[src/rtl/csr_trap_seq.sv]
// Trap-entry / mret sequencer: drives a combinational-read CSR port through
// mepc/mcause/mstatus/mtvec updates, then issues a one-cycle PC redirect.
module csr_trap_seq #(
    parameter logic [11:0] ADDR_MSTATUS = 12'h000,
    parameter logic [11:0] ADDR_MEPC    = 12'h041,
    parameter logic [11:0] ADDR_MCAUSE  = 12'h042,
    parameter logic [11:0] ADDR_MTVEC   = 12'h005
) (
    input  logic        clk,
    input  logic        rst_n,
    input  logic        trap_req,
    input  logic [31:0] trap_cause,
    input  logic [31:0] trap_pc,
    input  logic        mret_req,
    output logic        req_ack,
    output logic        busy,
    output logic        csr_w,
    output logic [11:0] csr_addr,
    output logic [31:0] csr_wdata,
    input  logic [31:0] csr_rdata,
    output logic        redirect_valid,
    output logic [31:0] redirect_pc
);

    typedef enum logic [3:0] {
        IDLE, T_MEPC, T_MCAUSE, T_RSTAT, T_WSTAT, T_RVEC,
        M_REPC, M_RSTAT, M_WSTAT, REDIR
    } state_t;

    localparam logic [31:0] WORD_MASK = 32'hFFFF_FFFC;

    state_t      state, state_next;
    logic [31:0] pc_q, cause_q, status_q, target_q, redirect_pc_q;
    logic [31:0] rdata_aligned;

    assign rdata_aligned = csr_rdata & WORD_MASK;
    assign busy          = (state != IDLE);
    assign redirect_pc   = redirect_pc_q;

    // NOTE: every output gets a default before the case so no path leaves one
    // unassigned, which would otherwise infer a latch.
    always_comb begin
        state_next     = state;
        req_ack        = 1'b0;
        csr_w          = 1'b0;
        csr_addr       = ADDR_MSTATUS;
        csr_wdata      = 32'h0;
        redirect_valid = 1'b0;
        case (state)
            IDLE: begin
                // rst_n gate keeps the accept pulse quiet while held in reset.
                if (rst_n && trap_req) begin
                    req_ack    = 1'b1;
                    state_next = T_MEPC;
                end else if (rst_n && mret_req) begin
                    req_ack    = 1'b1;
                    state_next = M_REPC;
                end
            end
            T_MEPC: begin
                csr_w      = 1'b1;
                csr_addr   = ADDR_MEPC;
                csr_wdata  = pc_q & WORD_MASK;
                state_next = T_MCAUSE;
            end
            T_MCAUSE: begin
                csr_w      = 1'b1;
                csr_addr   = ADDR_MCAUSE;
                csr_wdata  = cause_q;
                state_next = T_RSTAT;
            end
            T_RSTAT: begin
                csr_addr   = ADDR_MSTATUS;
                state_next = T_WSTAT;
            end
            T_WSTAT: begin
                csr_w        = 1'b1;
                csr_addr     = ADDR_MSTATUS;
                csr_wdata    = status_q;
                csr_wdata[7] = status_q[3];
                csr_wdata[3] = 1'b0;
                state_next   = T_RVEC;
            end
            T_RVEC: begin
                csr_addr   = ADDR_MTVEC;
                state_next = REDIR;
            end
            M_REPC: begin
                csr_addr   = ADDR_MEPC;
                state_next = M_RSTAT;
            end
            M_RSTAT: begin
                csr_addr   = ADDR_MSTATUS;
                state_next = M_WSTAT;
            end
            M_WSTAT: begin
                csr_w        = 1'b1;
                csr_addr     = ADDR_MSTATUS;
                csr_wdata    = status_q;
                csr_wdata[3] = status_q[7];
                csr_wdata[7] = 1'b1;
                state_next   = REDIR;
            end
            REDIR: begin
                redirect_valid = 1'b1;
                state_next     = IDLE;
            end
            default: state_next = IDLE;
        endcase
    end

    // NOTE: state and latches use non-blocking assignments so every register
    // samples the pre-edge values regardless of statement order.
    always_ff @(posedge clk or negedge rst_n) begin
        if (!rst_n) begin
            state         <= IDLE;
            pc_q          <= 32'h0;
            cause_q       <= 32'h0;
            status_q      <= 32'h0;
            target_q      <= 32'h0;
            redirect_pc_q <= 32'h0;
        end else begin
            state <= state_next;
            case (state)
                IDLE: begin
                    if (trap_req) begin
                        pc_q    <= trap_pc;
                        cause_q <= trap_cause;
                    end
                end
                T_RSTAT, M_RSTAT: status_q <= csr_rdata;
                // Loading redirect_pc on the edge into REDIR keeps it stable
                // in every other cycle.
                T_RVEC: begin
                    target_q      <= rdata_aligned;
                    redirect_pc_q <= rdata_aligned;
                end
                M_REPC:  target_q      <= rdata_aligned;
                M_WSTAT: redirect_pc_q <= target_q;
                default: ;
            endcase
        end
    end

endmodule

[config.mk]
export PLATFORM = sky130hd
export DESIGN_NAME = csr_trap_seq
export DESIGN_NICKNAME = d
export VERILOG_FILES = /design/src/rtl/csr_trap_seq.sv
export SDC_FILE = /design/constraint.sdc
export NUM_CORES = 1
export LEC_CHECK = 0
export BUFFER_PORTS_ARGS = -buffer_cell sky130_fd_sc_hd__buf_2
export CAP_MARGIN = 5
export CORE_MARGIN = 5
export CORE_UTILIZATION = 53
export CTS_CLUSTER_SIZE = 14
export DETAILED_ROUTE_END_ITERATION = 10
export GPL_TIMING_DRIVEN = 0
export PLACE_DENSITY = 0.8
export SYNTH_ARGS = -nofsm -noshare
export SYNTH_HDL_FRONTEND = slang
export SYNTH_SLANG_ARGS = --single-unit
[constraint.sdc]
create_clock -name clk -period 2.6 [get_ports clk]
set_input_delay 0.39 -clock clk [delete_from_list [all_inputs] [get_ports clk]]
set_output_delay 0.39 -clock clk [all_outputs]
set_load 0.01 [all_outputs]
---- Yosys cells after proc, flatten, opt, wreduce, memory -nomap -nowiden ----
Index checks and enable logic that the tools add are counted.
cells by class
  eq/ne operators ......................... 10
  mux-type cells .......................... 11
  reduce and logical (&&, ||, !) cells .... 11
operators with widths
  operator            count
  $pmux 32 s4         1
  $pmux 32 s2         1
  $pmux 4 s8          1
  $pmux 7 s3          1
  $eq 4x3->1 const B  4
  $eq 4x2->1 const B  2
  $eq 4x4->1 const B  2
  $mux 4              2
  $reduce_or 2->1     4
  $mux 1              5
  $eq 4x1->1 const B  1
  $logic_not 4->1     1
  $reduce_bool 4->1   1
  $reduce_or 4->1     1
  $ne 3x3->1 const B  1
  $logic_and 1x1->1   2
  $reduce_and 2->1    1
  $reduce_bool 2->1   1
word-level totals
  flip-flop bits (word level) ............. 162
  output and inout port bits .............. 80
  word-level logic and storage cells ...... 38

---- Logic depth before layout (Yosys ltp) ----
Gate-level depths: netlist of the first run.
  depth in word-level cells ............... 4
  mapped depth ............................ 6

---- Least setup slack after synthesis of the first run ----
Ideal clock, no wire load.
  path type ............................... reg2out
  start point ............................. register state[0]
  end point ............................... output port csr_wdata[10]
  arrival time ............................ 1.518 ns
  required time ........................... 2.210 ns
  path slack .............................. 0.692 ns
  stages on the path, launching flop included .. 7
  cells stage by stage .................... dfrtp_1 > buf_2 > buf_2 > nor4b_4 > buf_2 > a22oi_1 > nand2_1
between the ends
  longest elaborated chain between the ends .. 2
  elaborated cells between the ends (all ways) .. 5
RTL lines
  element                                   RTL line  text
  from (decl)                               32        state_t state, state_next;
  from (signal assigned)                    123       state <= state_next;
  $eq 4x4->1, or another cell as far along  49        case (state)
  $pmux 32 s4 *                             49
  to (decl)                                 19        output logic [31:0] csr_wdata,
Every way passes the cells marked *; elsewhere a longest branch is shown, timed or not.

---- Final worst setup path of the first run ----
  start point ............................. register state[2]
  end point ............................... output port csr_wdata[15]
Same word-level chain as after synthesis.

==> key figures, run 1 <==
Outcome
  – Status: completed

Worst setup path
  – CP Data Arrival Time: 2160 ps
  – Crit-path max FO: 10
  – Data required, critical path: 2210 ps
  – CP Capture Type: primary output
  – WS Path Type: reg -> out
  – Startpoint class of the critical path: flop

Global route
  – Antenna violations before repair: 0
  – Congestion Overflow GR: 0
  – Pin count of the biggest net entering global routing: 96
  – Via count of the first global-routing pass: 5,383
  – Total global-route track usage: 0.229
  – First-pass GRT wire length: 28.5 mm

Floorplan
  – Die Y: 126 microns
  – # rows: 42
  – Starting Density: 0.537
  – Die area: 15,800 sq um
  – I/O pin count: 180
  – Core ar.: 13,200 sq um
  – Die X: 126 microns

Clock tree
  – Clock Path Buffers: 2
  – Root buffer cell: clkbuf_16
  – Clk_lat worst skew: 420 ps
  – CTS sink cnt: 158
  – # H-tree levels: 4
  – Clk slew on worst S/H paths: 60 ps
  – CTS tree: yes
  – CTS buffer count: 17

Place
  – Detail Placement HPWL: 13.1 mm
  – Dpl cells: 872
  – GP Congestion: 0.859
  – Port bufs: 167

Detailed routing
  – Final ANT Viol Nets: 0
  – Drt total wl: 17.6 mm
  – DR vias: 4,865
  – Via-per-instance ratio: 5.35
  – Drt wl/cell: 19.4 microns
  – # DRC: 0
  – Drt first-iter violations: 359
  – First drt pass iteration count: 6

Yosys
  – Cell variety after synth: 30
  – Post-Synthesis Cells: 519
  – Yosys reg bits: 158
  – Post-synth top flop: dfrtp_1
  – Cell Area, Synth: 7080 sq um
  – Synth area leader: dfrtp_1
  – Post-synthesis area per instance: 13.6 sq um
  – Number of synthesized flops with an enable pin: 0
  – Proportion of netlist area held by the largest area contributor: 0.559
  – Most area-consuming cells after synthesis: dfrtp_1 (56%), mux2_2 (22%), mux2_1 (7.2%)
  – Async S/R FF share, synth: 1.00
  – Yosys Warn Count: 0
  – Sequential area share after synthesis: 0.559

Timing
  – Pins Over Slew Limit: 0
  – Fin Clk Skew: 7.48 ps
  – Min Tclk post-route: 2550 ps
  – Tcrit/Tclk final: 0.980
  – Endpoints failing setup: 0
  – Hold Violations, Final: 0
  – Fmax: 0.393 GHz

Layout
  – Area growth, synth to finish: 26.2%
  – Antenna Diode Count: 0
  – Fin util: 0.677
  – Final #Nets: 821
  – Final instance count without filler cells: 910
  – Share of cells above drive strength 1: 0.537

Power
  – VDD IR-drop max: 0.585 mV
  – Leak: 4.22 nW
  – Pwr Density: 1340 nW/um^2

Worst hold path
  – Worst hold-check path type: in -> reg

Run
  – Max Cap Violations: 0
==> cell usage in the layout (no fill, tap or decap), types with 3 or more instances in the layout <==
cell,instances
clkbuf_16,17
buf_6,3
dfrtp_1,155
clkinv_2,7
clkbuf_1,4
a22oi_1,29
bufinv_16,4
buf_2,186
nor2_1,6
dfrtp_2,3
nor4b_4,3
a21oi_1,3
mux2_1,45
o21ai_0,3
buf_4,21
nand2_1,31
nand3_1,29
nand3b_1,4
mux2_2,139
clkbuf_4,3
conb_1,10
a32o_1,3
nand2b_1,6
==> power breakdown <==
group | total, mW | switching [mW] | internal [mW]
registers | 4.50 | 0.742 | 3.76
clock network | 2.56 | 0.943 | 1.62
logic | 4.95 | 2.44 | 2.50
==> worst max-delay path, stage by stage, from the launching register on <==
cell      delay, ps
dfrtp_2         460
clkbuf_4        230
nor4b_4         310
buf_4           190
buf_4           180
a22oi_1         110
nand2_1         110
buf_2           140
==> cell families after synthesis <==
| group | Yosys count | share of synthesized area |
|---|---|---|
| AO/OA/AOI/OAI | 48 | 0.0504 |
| XOR/XNOR | 1 | 0.00124 |
| buffers and inverters | 46 | 0.0361 |
| flip-flops | 158 | 0.559 |
| multiplexers | 184 | 0.293 |
| other | 1 | 0.000530 |
| AND/OR/NAND/NOR | 81 | 0.0606 |
==> through the flow <==
stage	power, mW	cell area [sq um]	hold slack (ps)	TNS, ps	worst slack [ps]
global placement	9.04	8170	466	-179530	-1430
CTS	12.0	8880	189	-880	-66.7
detailed placement	9.32	8200	434	0	96.3
floorplan	7.57	7110	94.4	0	692
global route	12.7	8940	188	-7.25	-4.08
finish	12.0	8940	204	0	52.8
==> path summary, 6_finish.rpt <==
check / slack (ps) / from / endpoint / cells after the start
max: 50 / state[2]$_DFFE_PN0P_ / csr_wdata[15] / 7
min reg2reg: 490 / redirect_pc[2]$_DFFE_PN0P_ / redirect_pc[2]$_DFFE_PN0P_ / 1
min: 200 / trap_cause[28] / cause_q[28]$_DFFE_PN0P_ / 2
max reg2reg: 600 / state[0]$_DFFE_PN0P_ / redirect_pc[6]$_DFFE_PN0P_ / 5
min in group asynchronous: 350 / rst_n / status_q[6]$_DFFE_PN0P_ / 2
max in group asynchronous: 1560 / rst_n / state[1]$_DFFE_PN0P_ / 3
==> routing by layer <==
layer  up-vias  track usage  part of all wire
met4         0       0.0976             0.030
met3        37       0.0546             0.067
met2       186        0.377              0.49
met5         -            0                 0
li1       2256            -                 -
met1      2386        0.291              0.41
==> what timing repair did <==
| item | CTS | global route |
|---|---|---|
| setup endpoints to repair | 33 | 32 |
| hold buffers | 2 | 0 |
| resized for setup | 5 | 19 |
| pin swaps | 1 | 1 |
| setup buffers | 2 | 2 |
| cloned | 0 | 0 |
| hold endpoints to repair | 63 | 0 |
==> flip-flops by register name, summed over array words and instances, names as in the netlist <==
name / cells
cause_q: 32
pc_q: 30
redirect_pc: 30
state: 4
status_q: 32
target_q: 30
==> area by class of cell <==
cell class | count | area [sq um]
Fill cell | 989 | 4250
Sequential cell | 158 | 3960
Multi-Input combinational cell | 324 | 2920
Timing Repair Buffer | 174 | 937
Clock buffer | 19 | 443
Buffer | 45 | 284
Tap cell | 176 | 220
Clock inverter | 13 | 170
Inverter | 1 | 3.75
==> Yosys cell counts, drive strengths merged, types with 2 or more instances <==
| cell type | count |
|---|---|
| mux2 | 184 |
| dfrtp | 158 |
| buf | 40 |
| nand2 | 31 |
| a22oi | 29 |
| nand3 | 29 |
| nor2 | 7 |
| nand2b | 6 |
| clkbuf | 5 |
| a21oi | 4 |
| nand3b | 4 |
| a32o | 3 |
| nor4b | 3 |
| o21ai | 3 |
| o21a | 2 |
| o21bai | 2 |
(Power assumes the default switching activity.)
==> run 2, diff against run 1 <==
- CORE_UTILIZATION: 53 -> 55
- CTS_BUF_LIST: unset -> sky130_fd_sc_hd__clkbuf_8
- PLACE_DENSITY: 0.8 -> 0.82
- REMOVE_ABC_BUFFERS: unset -> 1
- SLEW_MARGIN: unset -> 10
==> key figures, run 2 (synthesis gave the netlist of run 1 again) <==
Outcome
  – Status: completed

Worst setup path
  – WS Path Type: reg -> out
  – Data required, critical path: 2210 ps (about the same)
  – Startpoint class of the critical path: flop
  – CP Data Arrival Time: 2070 ps (-90 ps)
  – Crit-path max FO: 15 (+5)
  – CP Capture Type: primary output
  – FF-to-FF path depth: 3 (-2)

Layout
  – Biggest regs: cause_q (32), status_q (32)
  – Final #Nets: 787 (-4.1%)
  – Design Area, Final: 8660 sq um (-3.1%)
  – Most frequent cells in the layout: buf_2 (166), dfrtp_1 (154), mux2_2 (139)
  – Share of cells above drive strength 1: 0.519 (-0.0182)
  – Antenna Diode Count: 0 (unchanged)
  – Most common cell after layout, fill and taps aside: buf_2
  – Area growth, synth to finish: 22.4%

Power
  – Pwr Density: 1310 nW/um^2 (-2.6%)
  – Switching Fraction: 0.355 (+0.0115)
  – Power share of the combinational group: 0.442 (+0.030)
  – Net load switching power: 4.03 mW (-2.4%)
  – Leak: 4.02 nW (-4.7%)
  – VDD IR-drop max: 0.643 mV (+9.9%)
  – Total Power: 11.3 mW (-5.6%)
  – Clock power share: 0.157 (-0.056)
  – Internal power: 7.31 mW (-7.2%)
  – Reg power frac: 0.402 (+0.027)

Timing
  – Post-route setup slack: 145 ps (+91.9 ps)
  – Tcrit/Tclk final: 0.944 (-0.0353)
  – Hold_ws: 183 ps (-20.8 ps)
  – Pins Over Slew Limit: 0 (unchanged)
  – Setup tns final: 0 ps (unchanged)
  – Endpoints failing setup: 0 (unchanged)
  – Fin Clk Skew: 7.85 ps (+0.377 ps)
  – Worst-margin pin slew: 688 ps
  – Min Tclk post-route: 2460 ps (-91.9 ps)
  – RSZ-0062 raised after global routing: no
  – Hold Violations, Final: 0 (unchanged)
  – Worst relative slew slack: 0.540
  – Fmax: 0.407 GHz (+3.7%)

Global route
  – Congestion Overflow GR: 0 (unchanged)
  – First-pass GRT wire length: 25.8 mm (-9.5%)
  – Pin count of the biggest net entering global routing: 85 (-11%)
  – Via count of the first global-routing pass: 5,164 (-4.1%)
  – Antenna violations before repair: 0 (unchanged)
  – Total global-route track usage: 0.221 (-0.00806)

Floorplan
  – Starting Density: 0.561 (+0.0243)
  – Die area: 15,200 sq um (-3.4%)
  – Die X: 123 microns (-1.7%)
  – Core ar.: 12,600 sq um (-4.3%)
  – I/O pin count: 180 (unchanged)
  – # rows: 41 (-2.4%)
  – Die Y: 123 microns (-1.7%)

Place
  – Worst slack at placement: -142 ps (-238 ps)
  – Detail Placement HPWL: 11.6 mm (-12%)
  – Port bufs: 167 (unchanged)
  – GP Congestion: 0.758 (-12%)
  – Placed Area: 8180 sq um (-0.23%)

Detailed routing
  – DR vias: 4,794 (-1.5%)
  – Final ANT Viol Nets: 0 (unchanged)
  – Drt first-iter violations: 324 (-9.7%)
  – Via-per-instance ratio: 5.51 (+3.1%)
  – Drt total wl: 16.4 mm (-7.2%)
  – # DRC: 0 (unchanged)
  – First drt pass iteration count: 4 (-2)
  – Drt wl/cell: 18.8 microns (-2.9%)

Clock tree
  – Clk slew on worst S/H paths: 80 ps (+20 ps)
  – Clock Path Buffers: 2 (unchanged)
  – CTS sink cnt: 158 (unchanged)
  – Clk_lat worst skew: 430 ps (about the same)
  – CTS buffer count: 17 (unchanged)
  – Root buffer cell: clkbuf_8
  – # H-tree levels: 4 (unchanged)
  – CTS tree: yes

Run
  – Max Cap Violations: 0 (unchanged)

Worst hold path
  – Worst hold-check path type: in -> reg
  – Worst hold stages: 2 (unchanged)
## run 2: worst max-delay path, stage by stage (launching register included)
cell and delay, ps:
dfrtp_4 590, nor4b_4 450, buf_6 240, a22oi_1 130, nand2_1 70, buf_2 140
## run 2: cell type report
| cell class | count | area, sq um |
|---|---|---|
| inverter | 1 | 3.75 |
| clock inverter | 8 | 91.3 |
| fill | 947 | 3960 |
| tap | 172 | 215 |
| clock buffer | 22 | 303 |
| timing repair buffer | 184 | 1110 |
| sequential | 158 | 3960 |
| multi-input combinational | 325 | 2980 |
## run 2: power by group through the flow
stage	combinational, mW	clock (mW)	sequential (mW)
after floorplan	2.99	0	4.44
after global placement	4.43	0	4.42
after detailed placement	4.91	0	4.58
after CTS	4.99	1.83	4.54
after global routing	5.42	1.95	4.70
final	5.01	1.78	4.55
## run 2: what timing repair did
item | CTS | global route
pin swaps | 3 | 2
hold endpoints to repair | 74 | 0
cloned | 1 | 0
buffers inserted | 2 | 2
gates resized for setup | 7 | 0
setup endpoints to repair | 96 | 9
hold buffers | 1 | 0
## run 2: per-stage QoR
| step | util | instances |
|---|---|---|
| global route | 0.686 | 870 |
| finish | 0.686 | 870 |
| CTS | 0.684 | 868 |
| floorplan | - | 483 |
| global placement | 0.627 | 822 |
| detailed placement | 0.649 | 834 |
## run 2: layer usage
layer | wire [microns] | GRT usage | vias to the layer above
li1 | - | - | 2175
met5 | 0 | 0 | -
met4 | 400 | 0.0913 | 0
met3 | 1210 | 0.0663 | 34
met2 | 8270 | 0.369 | 174
met1 | 6480 | 0.268 | 2411
## run 2: final timing paths
kind                                           from                  endpoint  slack [ps]
hold reg to reg            target_q[29]$_DFFE_PN0P_  target_q[29]$_DFFE_PN0P_         490
min in group asynchronous                     rst_n      pc_q[29]$_DFFE_PN0P_         530
setup reg to reg               state[2]$_DFFE_PN0P_   cause_q[14]$_DFFE_PN0P_         230
hold / removal                       trap_cause[28]   cause_q[28]$_DFFE_PN0P_         180
max in group asynchronous                     rst_n   status_q[7]$_DFFE_PN0P_        1280
setup / recovery               state[2]$_DFFE_PN0P_             csr_wdata[31]         140
